**src/rtl/viol_log_pkg.sv**
```systemverilog
// viol_log_pkg: shared types and field layout for the violation reset/log controller.
//   - FSM state encoding
//   - context payload struct and field widths/offsets of a log entry
//   - entry_w(): log entry width for a given number of monitor channels
// Build option: define VIOL_LOG_TIMESTAMP_EN to append a 16-bit cycle stamp to each entry.
package viol_log_pkg;

    typedef enum logic [1:0] {
        ST_IDLE    = 2'd0,
        ST_HOLD    = 2'd1,
        ST_RELEASE = 2'd2
    } fsm_state_e;

    localparam int unsigned ADDR_W  = 16;
    localparam int unsigned CAUSE_W = 4;
    localparam int unsigned CNT_W   = 8;
    localparam int unsigned TS_W    = 16;

`ifdef VIOL_LOG_TIMESTAMP_EN
    localparam bit TS_EN = 1'b1;
`else
    localparam bit TS_EN = 1'b0;
`endif

    // Bits the timestamp occupies at the bottom of an entry (0 when disabled)
    localparam int unsigned TS_FIELD_W = TS_EN ? TS_W : 0;

    // CPU/DMA context captured with each incident
    typedef struct packed {
        logic [ADDR_W-1:0] pc;
        logic [ADDR_W-1:0] data_addr;
        logic [ADDR_W-1:0] dma_addr;
        logic              data_en;
        logic              data_wr;
        logic              dma_en;
    } ctx_t;

    localparam int unsigned CTX_W = $bits(ctx_t);

    // Entry layout, LSB first: [ts] ctx cause viol
    localparam int unsigned CTX_OFF   = TS_FIELD_W;
    localparam int unsigned CAUSE_OFF = CTX_OFF + CTX_W;
    localparam int unsigned VIOL_OFF  = CAUSE_OFF + CAUSE_W;

    function automatic int unsigned entry_w(input int unsigned num_ch);
        return num_ch + CAUSE_W + CTX_W + TS_FIELD_W;
    endfunction

endpackage

```
**src/rtl/viol_fifo.sv**
```systemverilog
// viol_fifo: synchronous first-word-fall-through FIFO for log entries.
// Ports:
//   clk, rst      clock, synchronous active-high reset
//   clr           synchronous flush (takes precedence over wr_en/rd_en)
//   wr_en/wr_data write request and payload (ignored when full unless popping)
//   rd_en         consume head entry (ignored when empty)
//   rd_data       head entry, valid while rd_valid
//   rd_valid      FIFO not empty
//   full          FIFO holds DEPTH entries
module viol_fifo #(
    parameter int unsigned WIDTH = 8,
    parameter int unsigned DEPTH = 16
) (
    input  logic             clk,
    input  logic             rst,
    input  logic             clr,
    input  logic             wr_en,
    input  logic [WIDTH-1:0] wr_data,
    input  logic             rd_en,
    output logic [WIDTH-1:0] rd_data,
    output logic             rd_valid,
    output logic             full
);

    localparam int unsigned AW = (DEPTH > 1) ? $clog2(DEPTH) : 1;
    localparam int unsigned PW = AW + 1;

    logic [WIDTH-1:0] mem [DEPTH];
    logic [PW-1:0]    wr_ptr_q;
    logic [PW-1:0]    rd_ptr_q;
    logic             do_wr;
    logic             do_rd;

    // Extra pointer MSB distinguishes full from empty
    assign rd_valid = (wr_ptr_q != rd_ptr_q);
    assign full     = (wr_ptr_q[AW] != rd_ptr_q[AW]) &&
                      (wr_ptr_q[AW-1:0] == rd_ptr_q[AW-1:0]);

    assign do_rd = rd_en & rd_valid;
    // A write into a full FIFO is legal only when the head leaves in the same cycle
    assign do_wr = wr_en & (~full | do_rd);

    assign rd_data = mem[rd_ptr_q[AW-1:0]];

    // Storage: no reset needed, validity tracked by the pointers
    always_ff @(posedge clk) begin
        if (do_wr) begin
            mem[wr_ptr_q[AW-1:0]] <= wr_data;
        end
    end

    // Pointer update
    always_ff @(posedge clk) begin
        if (rst || clr) begin
            wr_ptr_q <= '0;
            rd_ptr_q <= '0;
        end else begin
            if (do_wr) begin
                wr_ptr_q <= wr_ptr_q + PW'(1);
            end
            if (do_rd) begin
                rd_ptr_q <= rd_ptr_q + PW'(1);
            end
        end
    end

endmodule

```
**src/rtl/viol_log_ctrl.sv**
```systemverilog
// viol_log_ctrl: turns violation-monitor requests into a CPU reset of guaranteed
// minimum length and logs one context entry per incident into a FIFO.
// Ports:
//   clk, rst                      clock, synchronous active-high reset
//   viol[NUM_CH]                  monitor reset requests (bit 0 = highest priority)
//   pc, data_addr, dma_addr       CPU/DMA context captured on an incident
//   data_en, data_wr, dma_en      bus qualifiers captured on an incident
//   clr_log                       flush log, overflow state and incident mask
//   reset                         CPU reset request (combinational with viol)
//   rd_valid/rd_ready/rd_data     log read port (first-word-fall-through)
//   overflow, drop_cnt            sticky drop flag and saturating drop count
//   incident_mask                 sticky OR of viol since the last clr_log
// Build option: VIOL_LOG_TIMESTAMP_EN appends a free-running 16-bit cycle
// counter as the entry LSBs.
module viol_log_ctrl
    import viol_log_pkg::*;
#(
    parameter int unsigned NUM_CH        = 6,
    parameter int unsigned DEPTH         = 16,
    parameter int unsigned HOLD_CYCLES   = 4,
    parameter logic [15:0] RESET_HANDLER = 16'h0000,
    localparam int unsigned ENTRY_W      = entry_w(NUM_CH)
) (
    input  logic               clk,
    input  logic               rst,
    input  logic [NUM_CH-1:0]  viol,
    input  logic [15:0]        pc,
    input  logic [15:0]        data_addr,
    input  logic [15:0]        dma_addr,
    input  logic               data_en,
    input  logic               data_wr,
    input  logic               dma_en,
    input  logic               clr_log,
    output logic               reset,
    output logic               rd_valid,
    input  logic               rd_ready,
    output logic [ENTRY_W-1:0] rd_data,
    output logic               overflow,
    output logic [7:0]         drop_cnt,
    output logic [NUM_CH-1:0]  incident_mask
);

    localparam logic [CNT_W-1:0] HOLD_LOAD = CNT_W'(HOLD_CYCLES - 1);

    fsm_state_e         state_q;
    fsm_state_e         state_d;
    logic [CNT_W-1:0]   hold_cnt_q;
    logic [CNT_W-1:0]   hold_cnt_d;
    logic               any_viol;
    logic               push_req;
    logic               log_push;
    logic               pop;
    logic               wr_en;
    logic               drop;
    logic               fifo_full;
    logic [CAUSE_W-1:0] cause_idx;
    ctx_t               ctx;
    logic [ENTRY_W-1:0] entry;

    assign any_viol = |viol;

    // Reset follows viol immediately; FSM keeps it up afterwards. rst masks the FSM term.
    assign reset = any_viol | (~rst & (state_q != ST_IDLE));

    // FSM state register
    always_ff @(posedge clk) begin
        if (rst) begin
            state_q    <= ST_IDLE;
            hold_cnt_q <= '0;
        end else begin
            state_q    <= state_d;
            hold_cnt_q <= hold_cnt_d;
        end
    end

    // FSM next state; a new incident is recognised only when leaving IDLE
    always_comb begin
        state_d    = state_q;
        hold_cnt_d = hold_cnt_q;
        push_req   = 1'b0;
        unique case (state_q)
            ST_IDLE: begin
                if (any_viol) begin
                    state_d    = ST_HOLD;
                    hold_cnt_d = HOLD_LOAD;
                    push_req   = 1'b1;
                end
            end
            ST_HOLD: begin
                if (any_viol) begin
                    hold_cnt_d = HOLD_LOAD;
                end else if (hold_cnt_q == '0) begin
                    state_d = ST_RELEASE;
                end else begin
                    hold_cnt_d = hold_cnt_q - CNT_W'(1);
                end
            end
            ST_RELEASE: begin
                if (any_viol) begin
                    state_d    = ST_HOLD;
                    hold_cnt_d = HOLD_LOAD;
                end else if (pc == RESET_HANDLER) begin
                    state_d = ST_IDLE;
                end
            end
            default: begin
                state_d    = ST_IDLE;
                hold_cnt_d = '0;
            end
        endcase
    end

    // Lowest set viol index wins: scan from the top so bit 0 overrides last
    always_comb begin
        cause_idx = '0;
        for (int i = int'(NUM_CH) - 1; i >= 0; i--) begin
            if (viol[i]) begin
                cause_idx = CAUSE_W'(i);
            end
        end
    end

    // Context payload
    always_comb begin
        ctx.pc        = pc;
        ctx.data_addr = data_addr;
        ctx.dma_addr  = dma_addr;
        ctx.data_en   = data_en;
        ctx.data_wr   = data_wr;
        ctx.dma_en    = dma_en;
    end

`ifdef VIOL_LOG_TIMESTAMP_EN
    logic [TS_W-1:0] ts_q;

    // Free-running cycle stamp, wraps
    always_ff @(posedge clk) begin
        if (rst) begin
            ts_q <= '0;
        end else begin
            ts_q <= ts_q + TS_W'(1);
        end
    end

    assign entry = {viol, cause_idx, ctx, ts_q};
`else
    assign entry = {viol, cause_idx, ctx};
`endif

    // Log write control: clr_log discards a coincident push; a pop frees room for it
    assign pop      = rd_valid & rd_ready;
    assign log_push = push_req & ~clr_log & ~rst;
    assign wr_en    = log_push & (~fifo_full | pop);
    assign drop     = log_push & fifo_full & ~pop;

    viol_fifo #(
        .WIDTH (ENTRY_W),
        .DEPTH (DEPTH)
    ) u_fifo (
        .clk      (clk),
        .rst      (rst),
        .clr      (clr_log),
        .wr_en    (wr_en),
        .wr_data  (entry),
        .rd_en    (pop),
        .rd_data  (rd_data),
        .rd_valid (rd_valid),
        .full     (fifo_full)
    );

    // Sticky status: overflow flag, saturating drop count, incident mask
    always_ff @(posedge clk) begin
        if (rst || clr_log) begin
            overflow      <= 1'b0;
            drop_cnt      <= '0;
            incident_mask <= '0;
        end else begin
            incident_mask <= incident_mask | viol;
            if (drop) begin
                overflow <= 1'b1;
                if (drop_cnt != '1) begin
                    drop_cnt <= drop_cnt + 8'(1);
                end
            end
        end
    end

endmodule

```
**config.mk**
```make
export PLATFORM = sky130hd
export DESIGN_NAME = viol_log_ctrl
export DESIGN_NICKNAME = d
export VERILOG_FILES = /design/src/rtl/viol_log_pkg.sv /design/src/rtl/viol_fifo.sv /design/src/rtl/viol_log_ctrl.sv
export SDC_FILE = /design/constraint.sdc
export NUM_CORES = 1
export LEC_CHECK = 0
export BUFFER_PORTS_ARGS = -buffer_cell sky130_fd_sc_hd__clkbuf_2
export CAP_MARGIN = 20
export CORE_MARGIN = 2
export CORE_UTILIZATION = 60
export DETAILED_ROUTE_END_ITERATION = 10
export PLACE_DENSITY = 0.83
export SYNTH_ARGS = -nofsm -noshare
export SYNTH_HDL_FRONTEND = slang
export SYNTH_SLANG_ARGS = --single-unit
```
**constraint.sdc**
```tcl
create_clock -name clk -period 8.8 [get_ports clk]
set_input_delay 0 -clock clk [delete_from_list [all_inputs] [get_ports clk]]
set_output_delay 0 -clock clk [all_outputs]
set_load 0.1 [all_outputs]
```
==> results.txt, run 1 <==
----------------------------------------------------
[Clock tree]
  CTS H-tree lvls ... 3
  Worst skew pair latency ... roughly 670 ps
  Buffers inserted by post-CTS timing repair ... 0
  Cell at the root of the clock tree ... sky130_fd_sc_hd__clkbuf_16
  TritonCTS clock tree ... done
  Clock transition at the registers of the reported paths ... 60 ps
  # hold bufs at CTS ... 60
  Number of clock buffers inserted by TritonCTS ... 96
  Largest buffer count on any clock path ... 3
  CTS resizes ... 0
  Sink count of the clock tree ... 999

[Detailed routing]
  Wire length reported by the detailed router ... 90600 um
  Top routing layer in use ... met4
  Met1 layer wirelength in the final routing ... 31700 um
  Routed wire length on met3 ... between 7000 and 8000 um
  Wire length on met2 ... a little under 50000 um
  Pre-Repair DR Iteration Count ... 5
  Drt via density ... 6.75
  Remaining antenna violation count after routing ... 0
  Routed WL per cell ... roughly 33 um
  Number of vias after detailed routing ... between 15000 and 20000
  Starting DRT DRC Count ... 2343
  Detailed-route DRC error count ... 0

[Placement]
  GPL Wtd Cong ... 0.758
  DP HPWL ... ~40000 um
  Dpl cell area ... around 0.04 mm^2
  IO Port Bufs ... 137
  Post-Place Worst Slack ... 4900 ps

[Timing]
  Final Slew Violations ... 0
  Final Skew ... 26.0 ps
  Final hold viol count ... 0
  Crit path setup slack, layout ... ~4200 ps
  Remaining max-slew budget at the tightest pin ... 21.8%
  Setup repair after global routing missed its margin ... no
  Final TNS setup ... 0 ps
  Tcrit/Tclk final ... between 50% and 60%
  Time the worst path needs with I/O delays and setup ... 4630 ps
  Final setup violation count ... 0
  Highest clock frequency the design can meet ... 216 MHz
  Transition time at the pin with the least slew margin ... 1170 ps

[Logic synthesis]
  Flip-flop and latch count after synthesis ... 999
  Synth top area share ... 76.2%
  Top FF cell, synth ... sky130_fd_sc_hd__edfxtp_1
  Sequential share of the synthesized area ... 78.3%
  Dominant cells by area after synthesis ... sky130_fd_sc_hd__edfxtp_1 (76%), sky130_fd_sc_hd__mux4_2 (18%), sky130_fd_sc_hd__dfxtp_1 (2.1%)
  Ys async rst share ... 0%
  Area of the mapped netlist ... between 0.03 and 0.04 mm^2
  Post-synthesis net count ... around 1600
  Post-synth EDFFs ... 960
  Gate Count Post-Synth ... 1568
  Post-Synthesis Mean Instance Area ... 24.1 um^2
  Warning count from the yosys run ... 0
  Count of distinct cell types in the synthesized netlist ... 46
  Cell type with the largest total area after synthesis ... sky130_fd_sc_hd__edfxtp_1

[Cells and area]
  Final cell area excluding filler cells ... 0.0433 mm^2
  Storage element area ... 0.0296 mm^2
  Area growth from synthesis to layout ... 14.6%
  Core utilization of the finished layout ... 69.1%
  Fraction of layout instances using a drive strength above 1 ... approximately a third
  Number of filler instances in the final layout ... 3459
  Count of antenna diodes in the layout ... 0
  Multi-input logic area ... 0.00796 mm^2
  Final nets ... 1881

[Worst setup path]
  Startpoint types ... register
  Origin of the critical flop-to-flop path ... u_fifo.wr_ptr_q[4]
  Logic depth of the worst setup path including buffers ... 5
  Worst reg-to-reg path cell count ... 6
  Critical Path Fanout Max ... 70
  Worst reg2reg setup slack ... ~5500 ps
  Worst EP arrival ... 4630 ps
  CP cell instances ... buf_4 -> buf_4 -> mux4_2 -> mux4_2 -> clkbuf_2
  Required time of the critical path ... just under 9000 ps
  Cell class contributing the biggest share of worst-path delay ... buffers and inverters
  Endpoint of the worst-slack reg-to-reg timing path ... u_fifo.mem[8][43]
  Buffering stage count on the worst path with inverters included ... 3
  Slowest-stage cell, CP ... sky130_fd_sc_hd__buf_4
  Worst Setup EP ... rd_data[59]
  Critical path endpoint category ... primary output
  Delay of the slowest cell on the worst path ... roughly 900 ps
  Critical path start-end classification ... register to primary output

[Floorplan]
  Boundary Pins ... 139
  Area of the placeable core ... 0.0627 mm^2
  Starting Density ... between 60% and 70%
  Site row count ... 92
  Total die area ... 0.0651 mm^2
  Overall die height ... around 260 um
  Overall die width ... about 260 um

[Power and ir drop]
  Comb pwr share ... 3.2%
  Switch Pwr ... 0.00200 W
  Switching power as a share of total power ... 20.7%
  Clock Power Share ... 42.7%
  Power density relative to cell area ... 223 mW/mm^2
  Sequential group share of total power ... 54.1%
  Cell internal power dissipation ... 0.00766 W
  Maximum vdd ir drop ... 155 uV
  Static power due to leakage ... 13.4 nW

[Job]
  Count of max-cap constraint violations ... 0

[Global routing]
  Antenna violations before repair ... 0
  Sum of overflow across all layers after global routing ... 0
  Total global-route track usage ... 28.8%
  Number of global-route vias before repair ... 19338
  First-pass GRT wire length ... 132000 um
  Pin count of the biggest net entering global routing ... around 110

[Hold path]
  Type of the tightest min-delay check ... primary input to register

[Outcome]
  Result of the run ... complete, no violations

----------------------------------------------------
==> flip-flops by register name, summed over array words and instances, names as in the netlist, named ones only <==
name,flops
drop_cnt,8
state_q,2
u_fifo.rd_ptr_q,5
overflow,1
incident_mask,6
u_fifo.mem,960
hold_cnt_q,8
u_fifo.wr_ptr_q,5
==> cell usage after synthesis (all sizes together), types with 8 or more instances <==
cell      n
nand3    11
buf      23
nand2    14
xnor2     8
clkbuf   56
nor3      8
nor4      8
mux4    300
a21oi    14
dfxtp    39
and3     18
xor2      8
nor2     40
edfxtp  960
==> per-layer routing <==
layer / track usage (%) / vias up
met3: 4.54 / 188
li1: - / 7258
met4: 11.4 / 0
met1: 37.3 / 9806
met2: 49.7 / 1228
met5: 0 / -
==> final cells by class <==
type | count | area share (%)
inverter | 7 | 0.0606
tap | 846 | 2.44
sequential | 999 | 68.3
timing repair buffer | 226 | 3.54
multi-input combinational | 483 | 18.4
clock buffer | 122 | 5.91
clock inverter | 55 | 1.34
==> power by group through the flow <==
stage	clock network, W	logic, W	registers, W
3_5_place_dp	0	0.000279	0.00533
3_3_place_gp	0	0.000268	0.00533
2_1_floorplan	0	0.000164	0.00534
6_report	0.00413	0.000308	0.00523
5_1_grt	0.00432	0.000324	0.00523
4_1_cts	0.00417	0.000306	0.00523
==> worst min path at each step <==
| stage | start | end | slack (ps) | cells after the start |
|---|---|---|---|---|
| after floorplan | rst | state_q[1] | 70 | 1 |
| after global placement | rst | state_q[1] | 250 | 2 |
| after detailed placement | rst | state_q[1] | 270 | 2 |
| after CTS | rst | state_q[1] | 120 | 3 |
| after global routing | rst | state_q[1] | 180 | 3 |
| final | rst | state_q[0] | 160 | 3 |
==> cells by family after synthesis <==
kind of cell / after synthesis / synth area share, %
simple gates: 119 / 1.63
mux: 302 / 17.9
compound gates: 38 / 0.668
other cells: 1 / 0.00991
buf+inv: 86 / 0.890
flops: 999 / 78.3
fa+ha+maj: 7 / 0.232
xor+xnor: 16 / 0.371
==> layout by cell type, fill, tap and decap left out, types with 8 or more instances in the layout <==
cell type,synthesis,layout
sky130_fd_sc_hd__edfxtp_1,960,960
sky130_fd_sc_hd__mux4_2,300,300
sky130_fd_sc_hd__dfxtp_1,39,35
sky130_fd_sc_hd__clkbuf_16,0,97
sky130_fd_sc_hd__clkinv_2,0,18
sky130_fd_sc_hd__and3_4,0,15
sky130_fd_sc_hd__xor2_1,8,8
sky130_fd_sc_hd__dlygate4sd3_1,0,60
sky130_fd_sc_hd__buf_4,1,26
sky130_fd_sc_hd__a21oi_1,14,14
sky130_fd_sc_hd__nor2_1,39,39
sky130_fd_sc_hd__clkinv_1,0,14
sky130_fd_sc_hd__xnor2_1,8,8
sky130_fd_sc_hd__clkbuf_1,56,21
sky130_fd_sc_hd__bufinv_16,0,10
sky130_fd_sc_hd__clkbuf_2,0,137
sky130_fd_sc_hd__nand3_1,11,11
sky130_fd_sc_hd__nand2_1,14,14
==> per-stage QoR <==
step,power (W),cells,hold WS (ps)
floorplan,0.00550,1568,69.1
finish,0.00966,2738,159
CTS,0.00970,2736,124
global route,0.00987,2738,181
global placement,0.00560,2497,250
detailed placement,0.00561,2499,269
==> tightest hold or removal path: stages <==
cell	delay, ps
sky130_fd_sc_hd__dlygate4sd3_1	530
sky130_fd_sc_hd__clkbuf_2	170
sky130_fd_sc_hd__nor2_1	60
(Power assumes the default switching activity.)
==> run 2: changes to the inputs <==
Clock period 8.8 ns to 4.7 ns, I/O delays scaled along.
==> results.txt, run 2 (synthesized netlist as in run 1, its figures left out) <==
----------------------------------------------------
[Power and ir drop]
  Comb pwr share ... 3.2% (about the same)
  Static power due to leakage ... 13.5 nW (was 13.4 nW)
  Sequential group share of total power ... 54.0% (was 54.1%)
  Power density relative to cell area ... 416 mW/mm^2 (was 223 mW/mm^2)
  Switching power as a share of total power ... 21.1% (was 20.7%)
  Cell internal power dissipation ... 0.0143 W (was 0.00766 W)
  Clock Power Share ... 42.8% (was 42.7%)
  Switch Pwr ... 0.00383 W (was 0.00200 W)
  Maximum vdd ir drop ... 270 uV (was 155 uV)

[Worst setup path]
  Required time of the critical path ... 4700 ps (was 8800 ps)
  Critical path endpoint category ... primary output (unchanged)
  Worst Setup EP ... rd_data[55] (was rd_data[59])
  Critical Path Fanout Max ... 42 (was 70)
  Origin of the critical flop-to-flop path ... u_fifo.wr_ptr_q[2] (was u_fifo.wr_ptr_q[4])
  Startpoint types ... register (unchanged)
  Endpoint of the worst-slack reg-to-reg timing path ... u_fifo.mem[13][50] (was u_fifo.mem[8][43])
  Worst reg-to-reg path cell count ... 6 (unchanged)
  Worst reg2reg setup slack ... 1700 ps (was 5530 ps)
  Critical path start-end classification ... register to primary output (unchanged)
  Worst EP arrival ... 3570 ps (was 4630 ps)

[Detailed routing]
  Detailed-route DRC error count ... 0 (unchanged)
  Pre-Repair DR Iteration Count ... 5 (unchanged)
  Drt via density ... 6.87 (was 6.75)
  Starting DRT DRC Count ... 2530 (was 2343)
  Wire length reported by the detailed router ... 93800 um (was 90600 um)
  Remaining antenna violation count after routing ... 0 (unchanged)
  Number of vias after detailed routing ... 18824 (was 18480)
  Routed WL per cell ... 34.2 um (was 33.1 um)

[Timing]
  Crit path setup slack, layout ... 1130 ps (was 4170 ps)
  Final TNS setup ... 0 ps (unchanged)
  Tcrit/Tclk final ... about 76%
  Final hold viol count ... 0 (unchanged)
  Highest clock frequency the design can meet ... approximately 280 MHz
  Final setup violation count ... 0 (unchanged)
  Final Hold Slack ... 153 ps (was 159 ps)
  Setup repair after global routing missed its margin ... no (unchanged)
  Final Skew ... 22.8 ps (was 26.0 ps)
  Final Slew Violations ... 0 (unchanged)
  Time the worst path needs with I/O delays and setup ... 3570 ps
  Transition time at the pin with the least slew margin ... 1130 ps (was 1170 ps)
  Remaining max-slew budget at the tightest pin ... 24.6% (was 21.8%)

[Clock tree]
  Worst skew pair latency ... 660 ps (was 670 ps)
  Largest buffer count on any clock path ... 3 (unchanged)
  CTS resizes ... 0 (unchanged)
  TritonCTS clock tree ... done (unchanged)
  Clock transition at the registers of the reported paths ... 60 ps (about the same)
  CTS H-tree lvls ... 3 (unchanged)
  Number of clock buffers inserted by TritonCTS ... 93 (was 96)
  Sink count of the clock tree ... 999 (unchanged)
  Cell at the root of the clock tree ... sky130_fd_sc_hd__clkbuf_16 (unchanged)

[Cells and area]
  Leading cell type in the layout, fill and taps excluded ... sky130_fd_sc_hd__edfxtp_1 (unchanged)
  Core utilization of the finished layout ... 69.6% (was 69.1%)
  Count of antenna diodes in the layout ... 0 (unchanged)
  Max reg flops ... 960 (unchanged)
  Area growth from synthesis to layout ... 15.4% (was 14.6%)
  Final nets ... 1885 (was 1881)
  Fraction of layout instances using a drive strength above 1 ... 33.6% (was 33.4%)
  Number of filler instances in the final layout ... 3396 (was 3459)
  Top library cells by usage in the layout, fill and taps aside ... sky130_fd_sc_hd__edfxtp_1 (960), sky130_fd_sc_hd__mux4_2 (300), sky130_fd_sc_hd__clkbuf_2 (137) (unchanged)

[Global routing]
  Antenna violations before repair ... 1 (was 0)
  Number of global-route vias before repair ... 19171 (was 19338)
  Pin count of the biggest net entering global routing ... 96 (was 111)
  First-pass GRT wire length ... 134000 um (was 132000 um)
  Total global-route track usage ... 29.2% (was 28.8%)
  Sum of overflow across all layers after global routing ... 0 (unchanged)

[Floorplan]
  Area of the placeable core ... 0.0627 mm^2 (unchanged)
  Starting Density ... 60.3% (unchanged)
  Overall die width ... 255 um (unchanged)
  Total die area ... 0.0651 mm^2 (unchanged)
  Overall die height ... 255 um (unchanged)
  Site row count ... 92 (unchanged)
  Boundary Pins ... 139 (unchanged)

[Placement]
  IO Port Bufs ... 137 (unchanged)
  DP HPWL ... 42600 um (was 40700 um)
  GPL Wtd Cong ... 0.755 (was 0.758)
  Post-Place Worst Slack ... 1770 ps (was 4900 ps)

[Job]
  Count of max-cap constraint violations ... 0 (unchanged)

[Hold path]
  Type of the tightest min-delay check ... primary input to register (unchanged)

[Outcome]
  Result of the run ... complete, no violations (unchanged)

----------------------------------------------------
[run 2: cell type report]
class | instances | area (um^2) | share of cell area [%]
Inverter | 7 | 26.3 | 0.0602
Sequential cell | 999 | 29600 | 67.9
Multi-Input combinational cell | 483 | 7960 | 18.2
Clock buffer | 111 | 2440 | 5.58
Timing Repair Buffer | 233 | 1900 | 4.35
Tap cell | 846 | 1060 | 2.43
Clock inverter | 62 | 638 | 1.46
[run 2: worst min path at each step]
stage,endpoint,cells past startpoint,slack (ps),startpoint
floorplan,state_q[1],1,70,rst
global placement,state_q[1],2,260,rst
detailed placement,state_q[1],2,270,rst
CTS,state_q[1],3,120,rst
global route,state_q[0],3,180,rst
finish,state_q[1],3,150,rst
[run 2: what timing repair did]
| item | 4_1_cts | 5_1_grt |
|---|---|---|
| endpoints found under the hold margin | 951 | 0 |
| hold buffers | 60 | 0 |
| setup endpoints to repair | 0 | 0 |
| buffers inserted | 0 | 0 |
[run 2: critical path, stage by stage (launching register included)]
cell and delay, ps:
sky130_fd_sc_hd__dfxtp_4 960, sky130_fd_sc_hd__buf_4 440, sky130_fd_sc_hd__mux4_2 550, sky130_fd_sc_hd__mux4_2 540, sky130_fd_sc_hd__clkbuf_2 410
[run 2: power by group through the flow]
| stage | combinational, W | sequential, W | clock [W] |
|---|---|---|---|
| 2_1_floorplan | 0.000306 | 0.0100 | 0 |
| 3_3_place_gp | 0.000508 | 0.00998 | 0 |
| 3_5_place_dp | 0.000534 | 0.00998 | 0 |
| 4_1_cts | 0.000584 | 0.00979 | 0.00780 |
| 5_1_grt | 0.000616 | 0.00979 | 0.00811 |
| 6_report | 0.000589 | 0.00979 | 0.00776 |
[run 2: stage by stage]
step                instance area, um^2  total power, W  instances
floorplan                         37800          0.0103       1568
global placement                  39700          0.0105       2496
detailed placement                39800          0.0105       2503
CTS                               43500          0.0182       2736
global route                      43600          0.0185       2741
finish                            43600          0.0181       2741
[run 2: layer usage]
| metal | up-vias | wire [um] | global-route usage, % |
|---|---|---|---|
| li1 | 7255 | - | - |
| met1 | 10007 | 34300 | 39.6 |
| met2 | 1374 | 48400 | 47.9 |
| met3 | 186 | 8130 | 5.58 |
| met4 | 2 | 2950 | 11.6 |
| met5 | - | 20 | 0 |
==> run 3: changes to the inputs <==
Clock period 4.7 ns to 3.6 ns, I/O delays scaled along.
==> results.txt, run 3 (synthesized netlist as in run 1, its figures left out) <==
----------------------------------------------------
[Outcome]
  Result of the run ... complete, no violations (unchanged)

[Clock tree]
  Sink count of the clock tree ... 999 (unchanged)
  Largest buffer count on any clock path ... 3 (unchanged)
  Cell at the root of the clock tree ... sky130_fd_sc_hd__clkbuf_16 (unchanged)
  CTS H-tree lvls ... 3 (unchanged)
  CTS resizes ... 0 (unchanged)
  Clock transition at the registers of the reported paths ... 70 ps (was 60 ps)
  Number of clock buffers inserted by TritonCTS ... 94 (was 93)
  Worst skew pair latency ... 660 ps (about the same)
  TritonCTS clock tree ... done (unchanged)

[Floorplan]
  Total die area ... 0.0651 mm^2 (unchanged)
  Boundary Pins ... 139 (unchanged)
  Area of the placeable core ... 0.0627 mm^2 (unchanged)
  Overall die width ... 255 um (unchanged)
  Site row count ... 92 (unchanged)
  Overall die height ... 255 um (unchanged)
  Starting Density ... 60.3% (unchanged)

[Detailed routing]
  Remaining antenna violation count after routing ... 0 (unchanged)
  Number of vias after detailed routing ... 18917 (was 18824)
  Detailed-route DRC error count ... 0 (unchanged)
  Drt via density ... 6.83 (was 6.87)
  Starting DRT DRC Count ... 2569 (was 2530)
  Wire length reported by the detailed router ... 92800 um (was 93800 um)
  Routed WL per cell ... 33.5 um (was 34.2 um)
  Pre-Repair DR Iteration Count ... 5 (unchanged)

[Placement]
  Dpl cell area ... 0.0403 mm^2 (was 0.0398 mm^2)
  GPL Wtd Cong ... 0.776 (was 0.755)
  IO Port Bufs ... 137 (unchanged)
  DP HPWL ... 46400 um (was 42600 um)

[Global routing]
  Number of global-route vias before repair ... 19319 (was 19171)
  Antenna violations before repair ... 0 (was 1)
  Sum of overflow across all layers after global routing ... 0 (unchanged)
  Total global-route track usage ... 29.4% (was 29.2%)
  Pin count of the biggest net entering global routing ... 60 (was 96)
  First-pass GRT wire length ... 135000 um (was 134000 um)

[Power and ir drop]
  Maximum vdd ir drop ... 349 uV (was 270 uV)
  Static power due to leakage ... 13.6 nW (was 13.5 nW)
  Cell internal power dissipation ... 0.0187 W (was 0.0143 W)
  Comb pwr share ... 3.3% (was 3.2%)
  Power density relative to cell area ... 537 mW/mm^2 (was 416 mW/mm^2)
  Switching power as a share of total power ... 20.8% (was 21.1%)
  Total power ... 0.0236 W (was 0.0181 W)
  Clock Power Share ... 42.7% (was 42.8%)
  Sequential group share of total power ... 54.1% (was 54.0%)
  Switch Pwr ... 0.00491 W (was 0.00383 W)

[Timing]
  Highest clock frequency the design can meet ... ~310 MHz
  Setup repair after global routing missed its margin ... no (unchanged)
  Remaining max-slew budget at the tightest pin ... 23.5% (was 24.6%)
  Final TNS setup ... 0 ps (unchanged)
  Final setup violation count ... 0 (unchanged)
  Final Slew Violations ... 0 (unchanged)
  Transition time at the pin with the least slew margin ... 1150 ps (was 1130 ps)
  Final Skew ... 22.7 ps (was 22.8 ps)
  Tcrit/Tclk final ... between 80% and 90%
  Final hold viol count ... 0 (unchanged)
  Time the worst path needs with I/O delays and setup ... between 3000 and 4000 ps

[Worst setup path]
  Worst reg2reg setup slack ... 890 ps (was 1700 ps)
  Critical path endpoint category ... primary output (unchanged)
  Required time of the critical path ... 3600 ps (was 4700 ps)
  Critical Path Fanout Max ... 59 (was 42)
  Critical path start-end classification ... register to primary output (unchanged)
  Startpoint types ... register (unchanged)
  Worst EP arrival ... 3240 ps (was 3570 ps)

[Cells and area]
  Final nets ... 1912 (was 1885)
  Top library cells by usage in the layout, fill and taps aside ... sky130_fd_sc_hd__edfxtp_1 (960), sky130_fd_sc_hd__mux4_2 (300), sky130_fd_sc_hd__clkbuf_2 (137) (unchanged)
  Final cell area excluding filler cells ... 0.0440 mm^2 (was 0.0436 mm^2)
  Number of filler instances in the final layout ... 3403 (was 3396)
  Count of antenna diodes in the layout ... 0 (unchanged)
  Max reg flops ... 960 (unchanged)
  Fraction of layout instances using a drive strength above 1 ... 34.3% (was 33.6%)
  Leading cell type in the layout, fill and taps excluded ... sky130_fd_sc_hd__edfxtp_1 (unchanged)
  Area growth from synthesis to layout ... 16.5% (was 15.4%)

[Hold path]
  Type of the tightest min-delay check ... primary input to register (unchanged)

[Job]
  Count of max-cap constraint violations ... 0 (unchanged)

----------------------------------------------------
run 3: cell types whose count changed in the layout (fill, tap and decap cells not counted), sizes merged:
cell / previous run / this run
inv: 10 / 11
clkinv: 45 / 34
buf: 36 / 60
clkinvlp: 2 / 9
dlygate4sd3: 60 / 62
bufinv: 12 / 11
clkbuf: 248 / 253
run 3: power groups by stage:
stage | clock network, W | registers (W) | logic (W)
finish | 0.0101 | 0.0128 | 0.000776
global route | 0.0106 | 0.0128 | 0.000814
CTS | 0.0102 | 0.0128 | 0.000773
detailed placement | 0 | 0.0130 | 0.000705
global placement | 0 | 0.0130 | 0.000678
floorplan | 0 | 0.0131 | 0.000400
run 3: layout make-up:
cell class                 instances  area [um^2]  area share (%)
clock buffer                     116         2510            5.69
sequential                       999        29600            67.3
timing repair buffer             259         2260            5.12
inverter                           7         26.3          0.0597
clock inverter                    58          611            1.39
multi-input combinational        483         7960            18.1
tap                              846         1060            2.40
run 3: layer usage:
layer | wire length [um] | track usage [%] | vias to the layer above
met5 | 0 | 0 | -
met4 | 3060 | 10.5 | 0
met3 | 8660 | 4.83 | 210
met2 | 47800 | 49.0 | 1406
met1 | 33200 | 40.3 | 9983
li1 | - | - | 7318
run 3: worst paths after layout:
path | from | to | depth (start not counted)
worst max-delay path | register | rd_data[48] | 4
worst min-delay path | rst | state_q[1] | 3
worst max register to register | u_fifo.wr_ptr_q[3] | drop_cnt[4] | 5
worst min register to register | overflow | overflow | 2
run 3: what timing repair did:
item | CTS | global route
setup endpoints to repair | 0 | 0
buffers inserted | 0 | 0
hold endpoints to repair | 951 | 0
hold buffers | 62 | 0
run 3: per-stage QoR:
step	utilization, %	setup WS [ps]	hold slack, ps	cells
5_1_grt	70.2	231	178	2768
4_1_cts	70.2	297	129	2768
3_5_place_dp	64.3	924	262	2532
3_3_place_gp	64.3	1020	255	2532
6_report	70.2	363	156	2768
2_1_floorplan	-	108	69.1	1568
run 3: worst max-delay path, stage by stage, from the launching register on:
cell and delay (ps):
sky130_fd_sc_hd__dfxtp_4 580, sky130_fd_sc_hd__buf_12 440, sky130_fd_sc_hd__mux4_2 600, sky130_fd_sc_hd__mux4_2 490, sky130_fd_sc_hd__clkbuf_2 390
